`src/rtl/spi_pkg.sv`:
```
// Shared types and helpers for the system-clocked SPI shift engine.
package spi_pkg;

    typedef enum logic {
        ST_IDLE  = 1'b0,
        ST_SHIFT = 1'b1
    } state_t;

    // Mode numbers are {cpol, cpha}
    localparam logic [1:0] SPI_MODE0 = 2'b00;
    localparam logic [1:0] SPI_MODE1 = 2'b01;
    localparam logic [1:0] SPI_MODE2 = 2'b10;
    localparam logic [1:0] SPI_MODE3 = 2'b11;

    // A zero or oversize request means a full-width frame.
    function automatic int unsigned eff_len(input int unsigned frame_len,
                                            input int unsigned data_width);
        return (frame_len == 0 || frame_len > data_width) ? data_width : frame_len;
    endfunction

endpackage

```
`src/rtl/spi_edge_sel.sv`:
```
// Maps raw SCK edge strobes onto sample/drive strobes for the latched CPOL/CPHA.
module spi_edge_sel (
    input  logic sck_rise,
    input  logic sck_fall,
    input  logic cpol,
    input  logic cpha,
    output logic sample_stb,
    output logic drive_stb
);

    logic rise, fall, lead, trail;

    // A cycle carrying both strobes is ambiguous and is dropped entirely.
    assign rise  = sck_rise & ~sck_fall;
    assign fall  = sck_fall & ~sck_rise;
    assign lead  = cpol ? fall : rise;
    assign trail = cpol ? rise : fall;

    assign sample_stb = cpha ? trail : lead;
    assign drive_stb  = cpha ? lead  : trail;

endmodule

```
`src/rtl/spi_shift_engine.sv`:
```
// Full-duplex SPI shifter running on the system clock, driven by SCK edge strobes.
module spi_shift_engine
    import spi_pkg::*;
#(
    parameter  int DATA_WIDTH = 8,
    localparam int LEN_W      = $clog2(DATA_WIDTH + 1)
) (
    input  logic                  clk_in,
    input  logic                  rstn_in,
    input  logic                  spe_in,
    input  logic                  cpol_in,
    input  logic                  cpha_in,
    input  logic                  lsbfe_in,
    input  logic [LEN_W-1:0]      frame_len_in,
    input  logic                  start_in,
    input  logic [DATA_WIDTH-1:0] tx_data_in,
    input  logic                  sck_rise_in,
    input  logic                  sck_fall_in,
    input  logic                  serial_in,
    output logic                  serial_out,
    output logic                  busy_out,
    output logic                  done_out,
    output logic [DATA_WIDTH-1:0] rx_data_out
);

    localparam int IDX_W = $clog2(DATA_WIDTH);

    state_t                state, state_n;
    logic                  cpol_q, cpha_q, lsbfe_q;
    logic                  cpol_n, cpha_n, lsbfe_n;
    logic [LEN_W-1:0]      len_q, len_n;
    logic [DATA_WIDTH-1:0] tx_q, tx_n;
    logic [LEN_W-1:0]      tx_cnt, tx_cnt_n, rx_cnt, rx_cnt_n;
    logic [DATA_WIDTH-1:0] rx_shadow, rx_shadow_n, rx_data_n;
    logic                  serial_n, done_n;
    logic                  sample_stb, drive_stb;

    function automatic logic [IDX_W-1:0] bit_idx(input logic             lsb,
                                                 input logic [LEN_W-1:0] len,
                                                 input logic [LEN_W-1:0] k);
        logic [LEN_W-1:0] r;
        r = lsb ? k : len - LEN_W'(1) - k;
        return r[IDX_W-1:0];
    endfunction

    spi_edge_sel u_edge_sel (
        .sck_rise   (sck_rise_in),
        .sck_fall   (sck_fall_in),
        .cpol       (cpol_q),
        .cpha       (cpha_q),
        .sample_stb (sample_stb),
        .drive_stb  (drive_stb)
    );

    assign busy_out = (state == ST_SHIFT);

    always_comb begin
        state_n     = state;
        cpol_n      = cpol_q;
        cpha_n      = cpha_q;
        lsbfe_n     = lsbfe_q;
        len_n       = len_q;
        tx_n        = tx_q;
        tx_cnt_n    = tx_cnt;
        rx_cnt_n    = rx_cnt;
        rx_shadow_n = rx_shadow;
        rx_data_n   = rx_data_out;
        done_n      = 1'b0;
        serial_n    = 1'b0;

        case (state)
            ST_IDLE: begin
                if (start_in && spe_in) begin
                    state_n     = ST_SHIFT;
                    cpol_n      = cpol_in;
                    cpha_n      = cpha_in;
                    lsbfe_n     = lsbfe_in;
                    len_n       = LEN_W'(eff_len(32'(frame_len_in), DATA_WIDTH));
                    tx_n        = tx_data_in;
                    tx_cnt_n    = '0;
                    rx_cnt_n    = '0;
                    rx_shadow_n = '0;
                end
            end
            ST_SHIFT: begin
                if (!spe_in) begin
                    state_n = ST_IDLE;
                end else if (sample_stb) begin
                    rx_shadow_n[bit_idx(lsbfe_q, len_q, rx_cnt)] = serial_in;
                    rx_cnt_n = rx_cnt + LEN_W'(1);
                    if (rx_cnt_n == len_q) begin
                        state_n   = ST_IDLE;
                        done_n    = 1'b1;
                        rx_data_n = rx_shadow_n & ~({DATA_WIDTH{1'b1}} << len_q);
                    end
                end else if (drive_stb && rx_cnt != '0 && rx_cnt < len_q) begin
                    // Gating on rx_cnt keeps the CPHA=1 first leading edge from advancing.
                    tx_cnt_n = tx_cnt + LEN_W'(1);
                end
            end
            default: state_n = ST_IDLE;
        endcase

        if (state_n == ST_SHIFT)
            serial_n = tx_n[bit_idx(lsbfe_n, len_n, tx_cnt_n)];
    end

    always_ff @(posedge clk_in or negedge rstn_in) begin
        if (!rstn_in) begin
            state       <= ST_IDLE;
            cpol_q      <= 1'b0;
            cpha_q      <= 1'b0;
            lsbfe_q     <= 1'b0;
            len_q       <= '0;
            tx_q        <= '0;
            tx_cnt      <= '0;
            rx_cnt      <= '0;
            rx_shadow   <= '0;
            rx_data_out <= '0;
            done_out    <= 1'b0;
            serial_out  <= 1'b0;
        end else begin
            state       <= state_n;
            cpol_q      <= cpol_n;
            cpha_q      <= cpha_n;
            lsbfe_q     <= lsbfe_n;
            len_q       <= len_n;
            tx_q        <= tx_n;
            tx_cnt      <= tx_cnt_n;
            rx_cnt      <= rx_cnt_n;
            rx_shadow   <= rx_shadow_n;
            rx_data_out <= rx_data_n;
            done_out    <= done_n;
            serial_out  <= serial_n;
        end
    end

endmodule

```
`config.mk`:
```
export PLATFORM = sky130hd
export DESIGN_NAME = spi_shift_engine
export DESIGN_NICKNAME = d
export VERILOG_FILES = /design/src/rtl/spi_pkg.sv /design/src/rtl/spi_edge_sel.sv /design/src/rtl/spi_shift_engine.sv
export SDC_FILE = /design/constraint.sdc
export NUM_CORES = 1
export LEC_CHECK = 0
export ABC_AREA = 1
export CAP_MARGIN = 20
export CORE_ASPECT_RATIO = 1.25
export CORE_MARGIN = 5
export CORE_UTILIZATION = 29
export DETAILED_ROUTE_END_ITERATION = 8
export PLACE_DENSITY = 0.56
export SYNTH_ARGS = -nofsm -noshare
export SYNTH_HDL_FRONTEND = slang
export SYNTH_SLANG_ARGS = --single-unit
```
`constraint.sdc`:
```
create_clock -name clk_in -period 3.8 [get_ports clk_in]
set_input_delay 0.95 -clock clk_in [delete_from_list [all_inputs] [get_ports clk_in]]
set_output_delay 0.95 -clock clk_in [all_outputs]
set_load 0.01 [all_outputs]
```
==> flow_metrics.py, run 1 <==
metrics = {
    "pwr": {
        "ir_drop_mv": 0.250,
        "p_per_area_nw_per_um2": 537,
        "p_leak_uw": 0.00140,
    },
    "worst_setup_path": {
        "r2r_slack_ns": 0.63,
        "startpoint": "spe_in",
        "r2r_cells": 19,
        "crit_path_max_fanout": 3,
        "crit_path_start_kind": "input pin",
        "critPathCapture": "serial_out",
        "endpoint_kind": "flop",
        "cp.required_ns": 3.99,
        "r2r-start": "rx_cnt[0]",
        "crit_type": "input pin to flop",
        "cp.arrival_ns": 3.43,
        "r2r_end": "serial_out",
    },
    "final_layout": {
        "multi_input_area_um2": 1100,
        "seq_area_um2": 1030,
        "nets": 365,
        "antennaDiodeCount": 0,
        "layout-drive-gt1-share_pct": 7.74,
        "fillers": 847,
        "area.growth.synth_to_final_pct": 23.8,
    },
    "placed_design": {
        "gp_congestion": 0.854,
        "dpl.hpwl_um": 4170,
        "place_ws_ns": 0.220,
        "portBuffers": 32,
    },
    "clock_network": {
        "cts-root-buf": "clkbuf_8",
        "path_clk_slew_ns": 0.08,
        "post_cts_resized": 0,
        "htree_levels": 2,
        "cts.sinks": 41,
        "ctsLongestPathBuffers": 2,
        "tritoncts": "built",
        "insertion_delay_ns": 0.29,
        "cts_hold_buffers": 0,
        "cts_setup_buffers": 0,
        "cts_buffers": 5,
    },
    "yosys": {
        "yosysWarnings": 0,
        "yosys.area_share.simple_pct": 29.2,
        "synthAdderAreaFrac_pct": 4.96,
        "synth_top_cell_by_area": "dfrtp_1",
        "syn-num-nets": 330,
        "synth-compound-area-share_pct": 11.8,
        "muxShareOfSynthArea_pct": 0,
        "synthCells": 300,
        "ys_ff_latch": 41,
        "synth_seq_area_share_pct": 44.3,
        "syn_avg_cell_area_um2": 7.73,
        "ys_types": 36,
        "syn_area_um2": 2320,
        "ys_top_cells_by_area": "dfrtp_1 44%, nand2_1 14%, nand3_1 6.7%",
        "synth_top_family_by_area": "simple AND/OR/NAND/NOR gates",
        "synth_top_cell_area_share_pct": 44.3,
        "synth_xor_area_share_pct": 1.51,
    },
    "global_route": {
        "grt_pass1_vias": 2115,
        "grt_pass1_wl_um": 9360,
        "overflow": 0,
        "grt_usage_pct": 11.5,
        "antenna_found_initial": 0,
        "grt_start_max_net_pins": 42,
    },
    "timing": {
        "fmax_ghz": 0.308,
        "slew_headroom_pct": 38.6,
        "setup_slack_ns": 0.553,
        "tns_ns": 0,
        "rsz0062_at_grt": "no",
        "setup_viol": 0,
        "fin_crit_ns": 3.25,
        "fin_crit_sh_pct": 85.4,
        "final_hold_viol_count": 0,
        "fin_skew_ns": 0.00542,
        "tightest_slew_ns": 0.920,
        "maxSlewViolCount": 0,
    },
    "detailed_routing": {
        "routedWlPerCell_um": 12.3,
        "remaining_drc_errors": 0,
        "drt_first_pass_iters": 4,
        "vias": 1991,
        "drt-total-wl_um": 5320,
        "avgViaCountPerCell": 4.62,
        "drtAntennaViolNets": 0,
        "drtIter0Drc": 51,
    },
    "die": {
        "dieArea_um2": 9890,
        "start_util_pct": 29.8,
        "die_w_um": 90.0,
        "die_y_um": 110,
        "ios": 33,
        "core_region_area_um2": 7790,
        "rows": 36,
    },
    "worst_hold_path": {
        "min_from": "tx_q[0]",
        "worstHoldPathCells": 2,
        "hold_path.class": "flop to flop",
    },
    "outcome": {
        "status": "complete, no violations",
    },
    "flow_run": {
        "maxCapViolations": 0,
    },
}
-- power by group --
group / total (uW) / internal, uW / switching [uW]
Sequential: 568 / 515 / 52.4
Clock: 417 / 261 / 156
Combinational: 556 / 219 / 337
-- worst min-delay path by stage --
stage,endpoint
final,tx_q[0]
after global routing,tx_q[0]
after CTS,tx_q[1]
after detailed placement,tx_q[1]
after global placement,tx_q[0]
after floorplan,tx_q[0]
-- state kept, by name (all words and copies together) (netlist names) --
register	flops
cpol_q	1
tx_q	8
tx_cnt	3
rx_shadow	8
lsbfe_q	1
rx_cnt	4
cpha_q	1
rx_data_out	8
busy_out	1
done_out	1
len_q	4
serial_out	1
-- kinds of logic (layout without fill, tap and decap cells) --
group | after synthesis | after routing
compound gates | 46 | 46
xor+xnor | 4 | 4
fa+ha+maj | 8 | 8
buf+inv | 49 | 85
flops | 41 | 41
simple gates | 152 | 152
-- stage by stage --
stage	hold slack, ns	utilization [%]	total power [uW]	cells	instance area [um2]
5_1_grt	0.508	36.8	1670	431	2870
2_1_floorplan	0.438	-	961	300	2320
3_5_place_dp	0.463	35.1	1140	423	2740
6_report	0.472	36.8	1540	431	2870
4_1_cts	0.483	36.8	1570	431	2870
3_3_place_gp	0.460	35.1	1130	423	2740
-- layout by cell type, fill, tap and decap left out, drive strengths merged, types with 3 or more instances in the layout --
cell type,n
ha,6
nand3,32
or2,4
clkdlybuf4s50,31
o31ai,3
nand2,91
o21ai,24
inv,43
xor2,3
clkbuf,5
o22ai,10
dfrtp,41
nor2,21
a21oi,6
-- cell usage after synthesis (all sizes together) --
library cell  count
nor3              1
o31ai             3
a22oi             1
clkinv            1
nand4             2
a21boi            1
clkbuf            3
o21ai            24
a21oi             6
nand2            91
nand3b            1
or2               4
buf               2
xor2              3
ha                6
dfrtp            41
fa                2
o211ai            1
inv              43
xnor2             1
nor2             21
o22ai            10
nand3            32
-- per-layer routing --
metal,global-route usage [%],routed length (um),vias to the layer above
met5,0,0,-
met4,3.72,107,0
met3,2.46,183,11
met2,21.8,2760,33
met1,12.8,2270,905
li1,-,-,1042
-- worst max-delay path, cell delays in order --
cell             delay (ns)
clkdlybuf4s50_1        0.53
inv_1                  0.06
nor2_1                 0.12
nand2_1                0.07
nor2_1                 0.17
nand4_1                0.10
nand3_1                0.12
nand2_1                0.13
fa_1                   0.45
or2_2                  0.30
nand3_1                0.08
nand3b_1               0.11
nand2_1                0.05
inv_1                  0.06
nand2_1                0.05
nand2_1                0.05
nor2_1                 0.04
-- cell type report --
cell class	count	area share, %
flip-flops and latches	41	35.7
clock inverters	3	2.27
multi-input cells	210	38.4
repair buffers	33	11.2
inverters	44	5.84
clock buffers	5	2.40
well taps	95	4.14
Note: power is estimated with default switching activity, not from simulation.
==> run 2, diff against run 1 <==
--- a/config.mk
+++ b/config.mk
@@ -6,11 +6,12 @@
 export NUM_CORES = 1
 export LEC_CHECK = 0
 export ABC_AREA = 1
-export CAP_MARGIN = 20
+export CAP_MARGIN = 15
 export CORE_ASPECT_RATIO = 1.25
 export CORE_MARGIN = 5
 export CORE_UTILIZATION = 29
 export DETAILED_ROUTE_END_ITERATION = 8
+export GPL_ROUTABILITY_DRIVEN = 0
 export PLACE_DENSITY = 0.56
 export SYNTH_ARGS = -nofsm -noshare
 export SYNTH_HDL_FRONTEND = slang
==> results of run 2 <==
The final DEF is identical to that of run 1; final timing and power are the same.
